===== config.mk =====
export PLATFORM = sky130hd
export DESIGN_NAME = spi_tx_feeder
export DESIGN_NICKNAME = d
export VERILOG_FILES = /design/src/rtl/spi_pkg.sv /design/src/rtl/spi_sync_fifo.sv /design/src/rtl/spi_tx_feeder.sv
export SDC_FILE = /design/constraint.sdc
export NUM_CORES = 1
export LEC_CHECK = 0
export ABC_AREA = 1
export CORE_MARGIN = 5
export CORE_UTILIZATION = 46
export DETAILED_ROUTE_END_ITERATION = 8
export GPL_ROUTABILITY_DRIVEN = 0
export MAX_ROUTING_LAYER = met4
export PLACE_DENSITY = 0.8
export SLEW_MARGIN = 15
export SYNTH_ARGS = -nofsm -noshare
export SYNTH_HDL_FRONTEND = slang
export SYNTH_SLANG_ARGS = --single-unit
export TNS_END_PERCENT = 50

===== constraint.sdc =====
create_clock -name i_Clk -period 1.9 [get_ports i_Clk]
set_clock_uncertainty 0.05 [all_clocks]
set_input_delay 0.38 -clock i_Clk [delete_from_list [all_inputs] [get_ports i_Clk]]
set_output_delay 0.38 -clock i_Clk [all_outputs]
set_load 0.05 [all_outputs]

===== src/rtl/spi_pkg.sv =====
// rtl/spi_pkg.sv - shared SPI state encoding and bus width default
package spi_pkg;

  // Byte width shared with SPI_Master so both ends agree.
  localparam int BUS_WIDTH_DEFAULT = 8;

  // Feeder FSM encoding, fixed at 2 bits.
  localparam logic [1:0] ST_IDLE      = 2'd0;
  localparam logic [1:0] ST_LAUNCH    = 2'd1;
  localparam logic [1:0] ST_WAIT_BUSY = 2'd2;
  localparam logic [1:0] ST_WAIT_DONE = 2'd3;

  typedef enum logic [1:0] {
    IDLE      = ST_IDLE,
    LAUNCH    = ST_LAUNCH,
    WAIT_BUSY = ST_WAIT_BUSY,
    WAIT_DONE = ST_WAIT_DONE
  } spi_state_e;

endpackage


===== src/rtl/spi_sync_fifo.sv =====
// rtl/spi_sync_fifo.sv - WIDTH x DEPTH synchronous FIFO with count, full, empty
module spi_sync_fifo
  import spi_pkg::*;
#(
  parameter int WIDTH = BUS_WIDTH_DEFAULT,
  parameter int DEPTH = 4,
  localparam int AW   = $clog2(DEPTH)
) (
  input  logic             clk_i,
  input  logic             rst_i,
  input  logic             push_i,
  input  logic [WIDTH-1:0] push_data_i,
  input  logic             pop_i,
  output logic [WIDTH-1:0] pop_data_o,
  output logic [AW:0]      count_o,
  output logic             full_o,
  output logic             empty_o
);

  localparam logic [AW:0] CNT_FULL = (AW+1)'(DEPTH);

  logic [WIDTH-1:0] mem_q [DEPTH];
  logic [AW-1:0]    wr_ptr_q, wr_ptr_d;
  logic [AW-1:0]    rd_ptr_q, rd_ptr_d;
  logic [AW:0]      count_q, count_d;
  logic             push_ok, pop_ok;

  assign full_o     = (count_q == CNT_FULL);
  assign empty_o    = (count_q == '0);
  assign count_o    = count_q;
  assign pop_data_o = mem_q[rd_ptr_q];

  // Pushes while full and pops while empty are ignored.
  assign push_ok = push_i && !full_o;
  assign pop_ok  = pop_i && !empty_o;

  // Next pointers wrap naturally (DEPTH is a power of 2); count tracks net change.
  always_comb begin
    wr_ptr_d = wr_ptr_q;
    rd_ptr_d = rd_ptr_q;
    count_d  = count_q;
    if (push_ok) wr_ptr_d = wr_ptr_q + AW'(1);
    if (pop_ok)  rd_ptr_d = rd_ptr_q + AW'(1);
    case ({push_ok, pop_ok})
      2'b10:   count_d = count_q + (AW+1)'(1);
      2'b01:   count_d = count_q - (AW+1)'(1);
      default: count_d = count_q;
    endcase
  end

  // Pointer and count registers.
  always_ff @(posedge clk_i) begin
    if (rst_i) begin
      wr_ptr_q <= '0;
      rd_ptr_q <= '0;
      count_q  <= '0;
    end else begin
      wr_ptr_q <= wr_ptr_d;
      rd_ptr_q <= rd_ptr_d;
      count_q  <= count_d;
    end
  end

  // Storage needs no reset; only entries between the pointers are ever read.
  always_ff @(posedge clk_i) begin
    if (push_ok) mem_q[wr_ptr_q] <= push_data_i;
  end

endmodule


===== src/rtl/spi_tx_feeder.sv =====
// rtl/spi_tx_feeder.sv - host TX FIFO and RX holding register in front of SPI_Master
module spi_tx_feeder
  import spi_pkg::*;
#(
  parameter int BUS_WIDTH = BUS_WIDTH_DEFAULT,
  parameter int DEPTH     = 4,
  parameter int RX_BLOCK  = 0,
  localparam int CW       = $clog2(DEPTH) + 1
) (
  input  logic                 i_Clk,
  input  logic                 i_Rst,
  input  logic                 i_Wr_DV,
  input  logic [BUS_WIDTH-1:0] i_Wr_Byte,
  output logic                 o_Wr_Ready,
  output logic                 o_Rd_DV,
  output logic [BUS_WIDTH-1:0] o_Rd_Byte,
  input  logic                 i_Rd_Ready,
  output logic                 o_Overrun,
  output logic [CW-1:0]        o_Count,
  output logic                 o_Busy,
  output logic                 o_TX_DV,
  output logic [BUS_WIDTH-1:0] o_TX_Byte,
  input  logic                 i_TX_Ready,
  input  logic [BUS_WIDTH-1:0] i_RX_Byte
);

  localparam bit BLOCK = (RX_BLOCK != 0);

  spi_state_e           state_q, state_d;
  logic                 rd_dv_q, rd_dv_d;
  logic [BUS_WIDTH-1:0] rd_byte_q, rd_byte_d;
  logic                 overrun_q, overrun_d;
  logic                 pop, launch, capture;
  logic [BUS_WIDTH-1:0] fifo_head;
  logic                 fifo_full, fifo_empty;

  spi_sync_fifo #(
    .WIDTH (BUS_WIDTH),
    .DEPTH (DEPTH)
  ) u_fifo (
    .clk_i       (i_Clk),
    .rst_i       (i_Rst),
    .push_i      (i_Wr_DV),
    .push_data_i (i_Wr_Byte),
    .pop_i       (pop),
    .pop_data_o  (fifo_head),
    .count_o     (o_Count),
    .full_o      (fifo_full),
    .empty_o     (fifo_empty)
  );

  assign o_Wr_Ready = !fifo_full;
  assign o_TX_DV    = launch;
  assign o_TX_Byte  = launch ? fifo_head : '0;
  assign o_Rd_DV    = rd_dv_q;
  assign o_Rd_Byte  = rd_byte_q;
  assign o_Overrun  = overrun_q;
  assign o_Busy     = (state_q != IDLE) || !fifo_empty;

  // Launch sequencing: wait for master ready, pulse DV, watch ready fall then rise.
  always_comb begin
    state_d = state_q;
    pop     = 1'b0;
    launch  = 1'b0;
    capture = 1'b0;
    case (state_q)
      IDLE: begin
        if (!fifo_empty && i_TX_Ready && !(BLOCK && rd_dv_q)) state_d = LAUNCH;
      end
      LAUNCH: begin
        launch  = 1'b1;
        pop     = 1'b1;
        state_d = WAIT_BUSY;
      end
      WAIT_BUSY: begin
        if (!i_TX_Ready) state_d = WAIT_DONE;
      end
      WAIT_DONE: begin
        if (i_TX_Ready) begin
          capture = 1'b1;
          state_d = IDLE;
        end
      end
      default: state_d = IDLE;
    endcase
  end

  // RX holding register: a capture wins over a read; an unread overwrite is sticky.
  always_comb begin
    rd_dv_d   = rd_dv_q;
    rd_byte_d = rd_byte_q;
    overrun_d = overrun_q;
    if (capture) begin
      rd_dv_d   = 1'b1;
      rd_byte_d = i_RX_Byte;
      if (!BLOCK && rd_dv_q && !i_Rd_Ready) overrun_d = 1'b1;
    end else if (rd_dv_q && i_Rd_Ready) begin
      rd_dv_d = 1'b0;
    end
  end

  // State and RX registers.
  always_ff @(posedge i_Clk) begin
    if (i_Rst) begin
      state_q   <= IDLE;
      rd_dv_q   <= 1'b0;
      rd_byte_q <= '0;
      overrun_q <= 1'b0;
    end else begin
      state_q   <= state_d;
      rd_dv_q   <= rd_dv_d;
      rd_byte_q <= rd_byte_d;
      overrun_q <= overrun_d;
    end
  end

endmodule


==> results.py <==
metrics = {
    "drt": {
        "wire_per_inst_um": 14.6,
        "vias": 1752,
        "viasPerCell": 4.91,
        "firstDrtPassIters": 4,
        "drt_first_iter_violations": 73,
        "drc_errors": 0,
        "final_antenna_net_count": 0,
        "wl_um": 5210,
    },
    "power": {
        "finalPower_uw": 3880,
        "leakage_uw": 0.00125,
        "power_density_nw_per_um2": 1190,
        "max-vdd-ir-drop_v": 0.000801,
    },
    "layout": {
        "fin_util": 0.680,
        "fin_cells": 357,
        "nets": 320,
        "final_cell_mix": "nor2_1 (41), edfxtp_1 (32), buf_4 (24), inv_1 (20), clkdlybuf4s50_1 (20)",
        "layout_commonest_cell": "nor2_1",
        "drive_above_1_share": 0.383,
        "diodes": 0,
        "fill_cells": 375,
        "area_delta_synth_final_pct": 41.2,
    },
    "clock_tree": {
        "clkLatencyLatePin_ps": 300,
        "root_buffer": "clkbuf_8",
        "cts_sinks": 53,
        "clock_path_buffers": 2,
        "hold_buffers": 0,
        "h-tree-depth": 2,
        "cts_tree": "done",
        "cts_inserted_buffers": 5,
        "clk_pin_slew_ps": 90,
    },
    "critical_path": {
        "cp-end-kind": "output pin",
        "arrival_ps": 1450,
        "path_max_fanout": 16,
        "critical_path_class": "flop to output pin",
        "critPathRequiredTime_ps": 1470,
        "worstSetupStartpointType": "flop",
    },
    "global_route": {
        "grt_pass1_vias": 1709,
        "grt_max_degree": 19,
        "grt_overflow": 0,
        "track_usage": 0.176,
        "antenna_found_initial": 0,
        "grt_pass1_wl_um": 8230,
    },
    "logic_synthesis": {
        "syn-cell-area_um2": 2300,
        "synth_cells": 229,
        "yosysWarningCount": 0,
        "syn-num-nets": 260,
        "yosysSeqAreaShare": 0.599,
        "synth.distinct_cells": 22,
        "avgSynthCellArea_um2": 10.1,
        "synth_seq_cells": 53,
    },
    "timing": {
        "finalWorstPathRequiredPeriod_ps": 1880,
        "timing.final.ws_setup_ps": 16.4,
        "rsz0062_at_grt": "true",
        "fmax_mhz": 531,
        "tightest_slew_ps": 260,
        "slew_viol_final": 0,
        "min_period_over_period": 0.991,
        "finalSetupViolCount": 0,
        "maxSlewHeadroom": 0.826,
        "hold_viol": 0,
    },
    "floorplan": {
        "placementRows": 25,
        "die_h_um": 80.8,
        "initial_core_util": 0.482,
        "fp.dieW_um": 80.8,
        "die_area_um2": 6530,
        "io_pins": 45,
        "coreArea_um2": 4790,
    },
    "flow_run": {
        "max_cap_viol_count": 0,
    },
    "status": {
        "status": "complete, no violations",
    },
    "placed_design": {
        "portBuffers": 44,
        "place_ws_ps": -120,
        "place_inst": 344,
        "place_hpwl_um": 3440,
    },
    "min_path": {
        "min_path_type": "flop to flop",
    },
}
==> state kept, by name (all words and copies together) (netlist names), named ones only <==
register and cells:
u_fifo.rd_ptr_q 2, o_Rd_Byte 8, u_fifo.mem_q 32, state_q 2
u_fifo.wr_ptr_q 2, o_Rd_DV 1, u_fifo.count_o 3, o_Overrun 1
==> metal layers <==
| layer | wire length (um) | vias to the layer above | part of all wire | global-route usage |
|---|---|---|---|---|
| met5 | 0 | - | 0 | - |
| met4 | 27 | 0 | 0.0052 | 0.0405 |
| met3 | 251 | 4 | 0.048 | 0.0399 |
| met2 | 2870 | 46 | 0.55 | 0.325 |
| met1 | 2060 | 824 | 0.40 | 0.192 |
| li1 | - | 878 | - | - |
==> layout make-up <==
type	instances	area, um^2	area share
repair buffers	58	594	0.183
inverters	26	110	0.0338
clock buffers	5	68.8	0.0211
well taps	67	83.8	0.0258
clock inverters	3	25.0	0.00769
multi-input cells	145	976	0.300
flip-flops and latches	53	1400	0.429
==> final timing paths <==
kind	start	to	slack, ps	cells after the start
setup reg to reg	state_q[1]	u_fifo.count_o[2]	130	11
setup / recovery	flop	o_TX_Byte[5]	20	5
hold / removal	o_Rd_Byte[1]	o_Rd_Byte[1]	450	2
hold reg to reg	o_Rd_Byte[1]	o_Rd_Byte[1]	450	2
==> what timing repair did <==
item                                    in CTS  in global routing
resized for setup                           28                 26
setup buffers                                0                  3
cloned                                       1                  1
endpoints found under the setup margin       9                  9
pin swaps                                    2                  4
==> stage by stage <==
stage                     cell area [um^2]  hold WS, ps  TNS, ps
after floorplan                       2410          399        0
after global placement                2930          414    -81.1
after detailed placement              2930          426     -143
after CTS                             3110          450        0
after global routing                  3250          479     -339
final                                 3250          446        0
==> synth_stat cells, drive strengths merged <==
library cell	number	area, um^2
nor2	60	263
edfxtp	32	961
inv	26	97.6
o21ai	26	130
nand2	23	109
dfxtp	21	420
a21oi	18	90.1
ha	9	113
nand3	7	40.0
buf	5	55.1
a31oi	1	6.26
fa	1	20.0
==> kinds of logic after synthesis <==
family / Yosys count / share of synthesized area
simple gates: 90 / 0.179
fa+ha+maj: 10 / 0.0575
compound gates: 45 / 0.0983
flops: 53 / 0.599
buf+inv: 31 / 0.0662
==> power breakdown <==
part	internal, uW	total [uW]	switching, uW
sequential	1360	1470	112
clock	267	650	383
combinational	694	1760	1070
==> critical path, stage by stage (launching register included) <==
cell	delay, ps
dfxtp_4	420
clkbuf_16	170
clkinv_8	110
o21ai_2	220
a21oi_4	70
buf_6	150
(Power assumes the default switching activity.)
